===== config.mk =====
export PLATFORM = sky130hd
export DESIGN_NAME = dcache_tag_ctrl
export DESIGN_NICKNAME = d
export VERILOG_FILES = /design/src/rtl/dcache_pkg.sv /design/src/rtl/dcache_perf_cnt.sv /design/src/rtl/dcache_tag_ctrl.sv
export SDC_FILE = /design/constraint.sdc
export NUM_CORES = 1
export LEC_CHECK = 0
export ABC_AREA = 1
export BUFFER_PORTS_ARGS = -buffer_cell sky130_fd_sc_hd__buf_2
export CAP_MARGIN = 20
export CORE_UTILIZATION = 30
export CTS_BUF_LIST = sky130_fd_sc_hd__clkbuf_4 sky130_fd_sc_hd__clkbuf_8
export CTS_CLUSTER_SIZE = 28
export DETAILED_ROUTE_END_ITERATION = 12
export PLACE_DENSITY = 0.69
export SYNTH_ARGS = -nofsm -noshare
export SYNTH_HDL_FRONTEND = slang
export SYNTH_HIERARCHICAL = 1
export SYNTH_SLANG_ARGS = --single-unit

===== constraint.sdc =====
create_clock -name clk -period 1.5 [get_ports clk]
set_clock_uncertainty 0.15 [all_clocks]
set_input_delay 0.15 -clock clk [delete_from_list [all_inputs] [get_ports clk]]
set_output_delay 0.15 -clock clk [all_outputs]
set_load 0.005 [all_outputs]

===== src/rtl/dcache_pkg.sv =====
// Shared types and geometry for the data-cache tag controller.
package dcache_pkg;

    localparam int SETS     = 128;
    localparam int TAG_W    = 20;
    localparam int LINE_OFF = 5;
    localparam int IDX_W    = $clog2(SETS);

    localparam logic COP_IDX_INV = 1'b0;
    localparam logic COP_HIT_INV = 1'b1;

    typedef enum logic [2:0] {
        INIT,
        IDLE,
        LOOKUP,
        MISS_REQ,
        MISS_WAIT,
        FILL,
        COP_RD,
        COP_WR
    } state_e;

    typedef struct packed {
        logic             valid;
        logic [TAG_W-1:0] tag;
    } tag_entry_t;

endpackage


===== src/rtl/dcache_perf_cnt.sv =====
// 32-bit event counter that sticks at all-ones instead of wrapping.
module dcache_perf_cnt (
    input  logic        clk,
    input  logic        resetn,
    input  logic        inc,
    output logic [31:0] count
);

    logic [31:0] count_q;
    logic [31:0] count_d;

    function automatic logic [31:0] sat_inc(input logic [31:0] v);
        return (v == 32'hFFFF_FFFF) ? v : v + 32'd1;
    endfunction

    always_comb begin
        count_d = count_q;
        if (inc) begin
            count_d = sat_inc(count_q);
        end
    end

    always_ff @(posedge clk) begin
        if (!resetn) begin
            count_q <= '0;
        end else begin
            count_q <= count_d;
        end
    end

    assign count = count_q;

endmodule


===== src/rtl/dcache_tag_ctrl.sv =====
// Data-cache tag controller: array clear, lookup, miss refill and cache-op invalidation.
// Define DCACHE_TAG_CTRL_PERF_EN to build the saturating hit/miss counters.
module dcache_tag_ctrl
    import dcache_pkg::*;
#(
    parameter int SETS     = dcache_pkg::SETS,
    parameter int TAG_W    = dcache_pkg::TAG_W,
    parameter int LINE_OFF = dcache_pkg::LINE_OFF
) (
    input  logic                     clk,
    input  logic                     resetn,
    input  logic                     req_valid,
    output logic                     req_ready,
    input  logic [31:0]              req_addr,
    output logic                     resp_valid,
    output logic                     resp_hit,
    input  logic                     cop_valid,
    output logic                     cop_ready,
    input  logic                     cop_type,
    input  logic [31:0]              cop_addr,
    output logic                     cop_done,
    output logic                     refill_valid,
    input  logic                     refill_ready,
    output logic [31:0]              refill_addr,
    input  logic                     refill_done,
    output logic                     tag_en,
    output logic                     tag_wen,
    output logic [$clog2(SETS)-1:0]  tag_index,
    output logic [TAG_W:0]           tag_wdata,
    input  logic [TAG_W:0]           tag_rdata,
    output logic                     init_busy,
    output logic [31:0]              perf_hit,
    output logic [31:0]              perf_miss
);

    localparam int IW = $clog2(SETS);

    state_e              state_q, state_d;
    logic [IW-1:0]       clr_idx_q, clr_idx_d;
    logic [31:LINE_OFF]  addr_q, addr_d;
    logic                resp_hit_q, resp_hit_d;
    logic                cop_match_q, cop_match_d;

    tag_entry_t          rd_entry;
    logic                rd_match;
    logic                unused_addr_bits;

    assign rd_entry = tag_rdata;
    assign rd_match = rd_entry.valid && (rd_entry.tag == addr_q[31 -: TAG_W]);

    // Byte-offset bits never reach the tag array.
    assign unused_addr_bits = ^{req_addr[LINE_OFF-1:0], cop_addr[LINE_OFF-1:0]};

    always_comb begin
        state_d      = state_q;
        clr_idx_d    = clr_idx_q;
        addr_d       = addr_q;
        resp_hit_d   = 1'b0;
        cop_match_d  = cop_match_q;
        req_ready    = 1'b0;
        cop_ready    = 1'b0;
        cop_done     = 1'b0;
        refill_valid = 1'b0;
        refill_addr  = {addr_q, {LINE_OFF{1'b0}}};
        tag_en       = 1'b0;
        tag_wen      = 1'b0;
        tag_index    = addr_q[LINE_OFF +: IW];
        tag_wdata    = '0;
        init_busy    = 1'b0;
        resp_valid   = resp_hit_q;
        resp_hit     = resp_hit_q;

        unique case (state_q)
            INIT: begin
                init_busy = 1'b1;
                tag_en    = 1'b1;
                tag_wen   = 1'b1;
                tag_index = clr_idx_q;
                clr_idx_d = clr_idx_q + 1'b1;
                if (clr_idx_q == IW'(SETS - 1)) begin
                    state_d = IDLE;
                end
            end
            IDLE: begin
                // A pending cache-op wins, so the lookup is not acknowledged this cycle.
                cop_ready = 1'b1;
                req_ready = !cop_valid;
                if (cop_valid) begin
                    addr_d = cop_addr[31:LINE_OFF];
                    if (cop_type == COP_HIT_INV) begin
                        tag_en    = 1'b1;
                        tag_index = cop_addr[LINE_OFF +: IW];
                        state_d   = COP_RD;
                    end else begin
                        cop_match_d = 1'b1;
                        state_d     = COP_WR;
                    end
                end else if (req_valid) begin
                    addr_d    = req_addr[31:LINE_OFF];
                    tag_en    = 1'b1;
                    tag_index = req_addr[LINE_OFF +: IW];
                    state_d   = LOOKUP;
                end
            end
            LOOKUP: begin
                if (rd_match) begin
                    resp_hit_d = 1'b1;
                    state_d    = IDLE;
                end else begin
                    state_d = MISS_REQ;
                end
            end
            MISS_REQ: begin
                refill_valid = 1'b1;
                if (refill_ready) begin
                    state_d = MISS_WAIT;
                end
            end
            MISS_WAIT: begin
                if (refill_done) begin
                    state_d = FILL;
                end
            end
            FILL: begin
                tag_en     = 1'b1;
                tag_wen    = 1'b1;
                tag_wdata  = {1'b1, addr_q[31 -: TAG_W]};
                resp_valid = 1'b1;
                resp_hit   = 1'b0;
                state_d    = IDLE;
            end
            COP_RD: begin
                cop_match_d = rd_match;
                state_d     = COP_WR;
            end
            COP_WR: begin
                tag_en   = cop_match_q;
                tag_wen  = cop_match_q;
                cop_done = 1'b1;
                state_d  = IDLE;
            end
            default: begin
                state_d = INIT;
            end
        endcase

        // While reset is held nothing may be written or handshaken.
        if (!resetn) begin
            req_ready    = 1'b0;
            cop_ready    = 1'b0;
            cop_done     = 1'b0;
            refill_valid = 1'b0;
            refill_addr  = '0;
            tag_en       = 1'b0;
            tag_wen      = 1'b0;
            tag_index    = '0;
            tag_wdata    = '0;
            resp_valid   = 1'b0;
            resp_hit     = 1'b0;
            init_busy    = 1'b1;
        end
    end

    always_ff @(posedge clk) begin
        if (!resetn) begin
            state_q     <= INIT;
            clr_idx_q   <= '0;
            addr_q      <= '0;
            resp_hit_q  <= 1'b0;
            cop_match_q <= 1'b0;
        end else begin
            state_q     <= state_d;
            clr_idx_q   <= clr_idx_d;
            addr_q      <= addr_d;
            resp_hit_q  <= resp_hit_d;
            cop_match_q <= cop_match_d;
        end
    end

`ifdef DCACHE_TAG_CTRL_PERF_EN
    dcache_perf_cnt u_perf_hit (
        .clk    (clk),
        .resetn (resetn),
        .inc    (resp_valid & resp_hit),
        .count  (perf_hit)
    );

    dcache_perf_cnt u_perf_miss (
        .clk    (clk),
        .resetn (resetn),
        .inc    (resp_valid & ~resp_hit),
        .count  (perf_miss)
    );
`else
    assign perf_hit  = '0;
    assign perf_miss = '0;
`endif

endmodule


==> out/results.tsv <==
stage	metric	value	unit
status	status	complete, but fails checks	
status	violations	setup timing	
placement	port_buffers	145	
setup_path	worst-setup-path-type	reg -> out	
timing	worst_pin_slew	0.524	ns
clocking	cts_tree	yes	
timing	fin_setup_tns	-11.17	ns
clocking	clkTransAtPathRegs	0.08	ns
setup_path	slowest_stage	dfxtp_2	
detailed_routing	vias	3971	
power	vdd_drop_max	0.705	mV
detailed_routing	drt-pass1-iter-count	4	
timing	fin_ws	-0.360	ns
logic_synthesis	async_flop_share	0	%
placement	place_congestion	0.811	
floorplan	die_width	110	um
clocking	root_buffer	clkbuf_8	
detailed_routing	ant_nets	0	
setup_path	reg2reg_setup_slack	-0.23	ns
clocking	cts.sinks	39	
clocking	numCtsBuffers	5	
detailed_routing	viasPerCell	4.31	
logic_synthesis	ys_seq_elements	39	
logic_synthesis	yosys-top-cells-area	dfxtp_1, nand2_1, buf_4	
detailed_routing	drtIter0Drc	155	
final_layout	nets	874	
setup_path	crit_path_end_kind	primary output	
timing	slew_viol_final	0	
clocking	clockBufferDepth	2	
timing	rsz0062_at_grt	yes	
logic_synthesis	post_synth_inst_count	593	
clocking	clk_latency	0.29	ns
setup_path	worstPathRequired	1.20	ns
logic_synthesis	yosys_warnings	6	
floorplan	rows	38	
logic_synthesis	synth_area	0.00347	sq mm
grt	grt_max_degree	29	
final_layout	syn2layout_area_growth	45.7	%
setup_path	crit_chain	nor2_4 > inv_4 > nor2_4 > buf_6 > nand3_2 > o211ai_1 > buf_2	
setup_path	worst_setup_path_start_kind	register	
timing	period_needed	1.86	ns
detailed_routing	drc	0	
setup_path	cpMostUsedCell	nor2_4	
floorplan	die_h	110	um
floorplan	dieArea	0.0120	sq mm
setup_path	path_buf_inv	3	
timing	finalHoldViolCount	0	
setup_path	arrival	1.56	ns
floorplan	initial_utilization	31.4	%
logic_synthesis	synth.most_common_cell	nand2_1	
grt	grt_pass1_wl	15800	um
detailed_routing	wl_per_cell	12.4	um
floorplan	pin_count	225	
final_layout	drive_gt1_share	39.1	%
logic_synthesis	syn_avg_cell_area	5.86	sq um
setup_path	max_stage_delay	0.35	ns
setup_path	path_delay_family	buffers and inverters	
timing	setup_violations	65	
setup_path	path_max_fanout	7	
placement	place_hpwl	8160	um
grt	grt.overflow.total	0	
clocking	h-tree-depth	2	
flow_run	cap_violations	0	
final_layout	postLayoutCoreUtil	45.7	%
logic_synthesis	yosysSeqAreaShare	22.5	%
logic_synthesis	synth_ff_type	dfxtp_1	
power	leakage	2.89	nW
power	p_per_area	1080	mW/mm^2
logic_synthesis	yosysUniqueCellTypes	36	
worst_hold_path	hold_class	in -> reg	
timing	fmax	538	MHz
logic_synthesis	yosysTopAreaCellShare	22.5	%
grt	antenna_found_initial	0	
timing	finalCritPeriodShare	124	%
final_layout	antennaDiodeCount	0	
floorplan	fp.coreArea	0.0111	sq mm
detailed_routing	drt-total-wl	11400	um
grt	grt_use_total	17.0	%
logic_synthesis	synth_common_cells	nand2_1, inv_1, buf_4	
grt	grt_pass1_vias	3360	
logic_synthesis	synth-edff-count	0	
logic_synthesis	synth_top_area_cell	dfxtp_1	
timing	relSlewSlack	65.0	%
report_power, final:
group / switching (mW) / leakage, nW / internal, mW
sequential: 0.208 / 0.319 / 1.31
clock: 0.392 / 0.0470 / 0.362
combinational: 1.75 / 2.53 / 1.45
worst paths after layout:
kind,startpoint,end,depth (start not counted)
min reg2reg,addr_q[11]$_SDFFE_PN0P_,addr_q[11]$_SDFFE_PN0P_,2
min,req_addr[30],addr_q[30]$_SDFFE_PN0P_,5
max reg2reg,state_q[1]$_SDFFE_PN0P_,clr_idx_q[6]$_SDFFE_PN0N_,10
max,state_q[1]$_SDFFE_PN0P_,tag_index[5],7
final cells by class:
cell class / instances / area [sq um]
clock buffer: 6 / 82.6
fill: 1159 / 6010
sequential: 39 / 790
multi-input combinational: 436 / 2270
clock inverter: 1 / 5.00
inverter: 95 / 362
timing repair buffer: 204 / 1380
tap: 140 / 175
registers in the layout, summed over array words and instances, names as in the netlist:
register and count:
addr_q 27, clr_idx_q 7, cop_match_q 1, resp_hit_q 1, state_q 3
logic make-up (layout without fill, tap and decap cells):
group                      after synthesis  in the layout  synth area share, %
AOI/OAI and AO/OA                       93             93                 15.0
xor gates and xnor gates                 2              2                0.504
adders and majority gates                1              1                0.360
buffers and inverters                  186            306                 29.2
DFF                                     39             39                 22.5
other                                    1             69                0.108
and+or+nand+nor                        271            271                 32.3
stage by stage:
stage	cell area (sq um)	hold slack [ns]	std cells	power (mW)	worst slack, ns
6_report	5060	0.0690	921	5.48	-0.360
5_1_grt	5060	0.0815	921	5.92	-0.455
4_1_cts	4620	0.0462	913	4.92	-0.352
3_5_place_dp	4350	0.295	900	3.88	-0.0467
3_3_place_gp	4350	0.287	900	3.86	-0.0564
2_1_floorplan	3730	0.259	661	3.11	0.0599
layer usage:
layer	share of wire (%)	vias up	global-route usage, %	wire length, um
li1	-	2048	-	-
met1	43	1749	20.4	4940
met2	50	161	31.1	5690
met3	5.5	13	2.43	627
met4	1.3	0	4.76	146
met5	0	-	0	0
tightest hold or removal path: stages:
cell,delay (ns)
buf_2,0.08
nand2_1,0.04
nand2_1,0.06
o21ai_2,0.05
a21oi_1,0.09
cells in the final DEF, fill, tap and decap left out, drive strengths merged, types with 6 or more instances in the layout:
| cell | count |
|---|---|
| a21oi | 35 |
| buf | 200 |
| clkbuf | 10 |
| conb | 69 |
| dfxtp | 39 |
| inv | 93 |
| nand2 | 187 |
| nand3 | 16 |
| nor2 | 59 |
| o21ai | 42 |
| o22ai | 6 |
what timing repair did:
item / 4_1_cts / 5_1_grt
gates cloned: 2 / 5
resized for setup: 31 / 86
hold buffers: 0 / 0
setup buffers: 5 / 5
setup endpoints to repair: 52 / 71
pin swaps: 8 / 17
(Power assumes the default switching activity.)
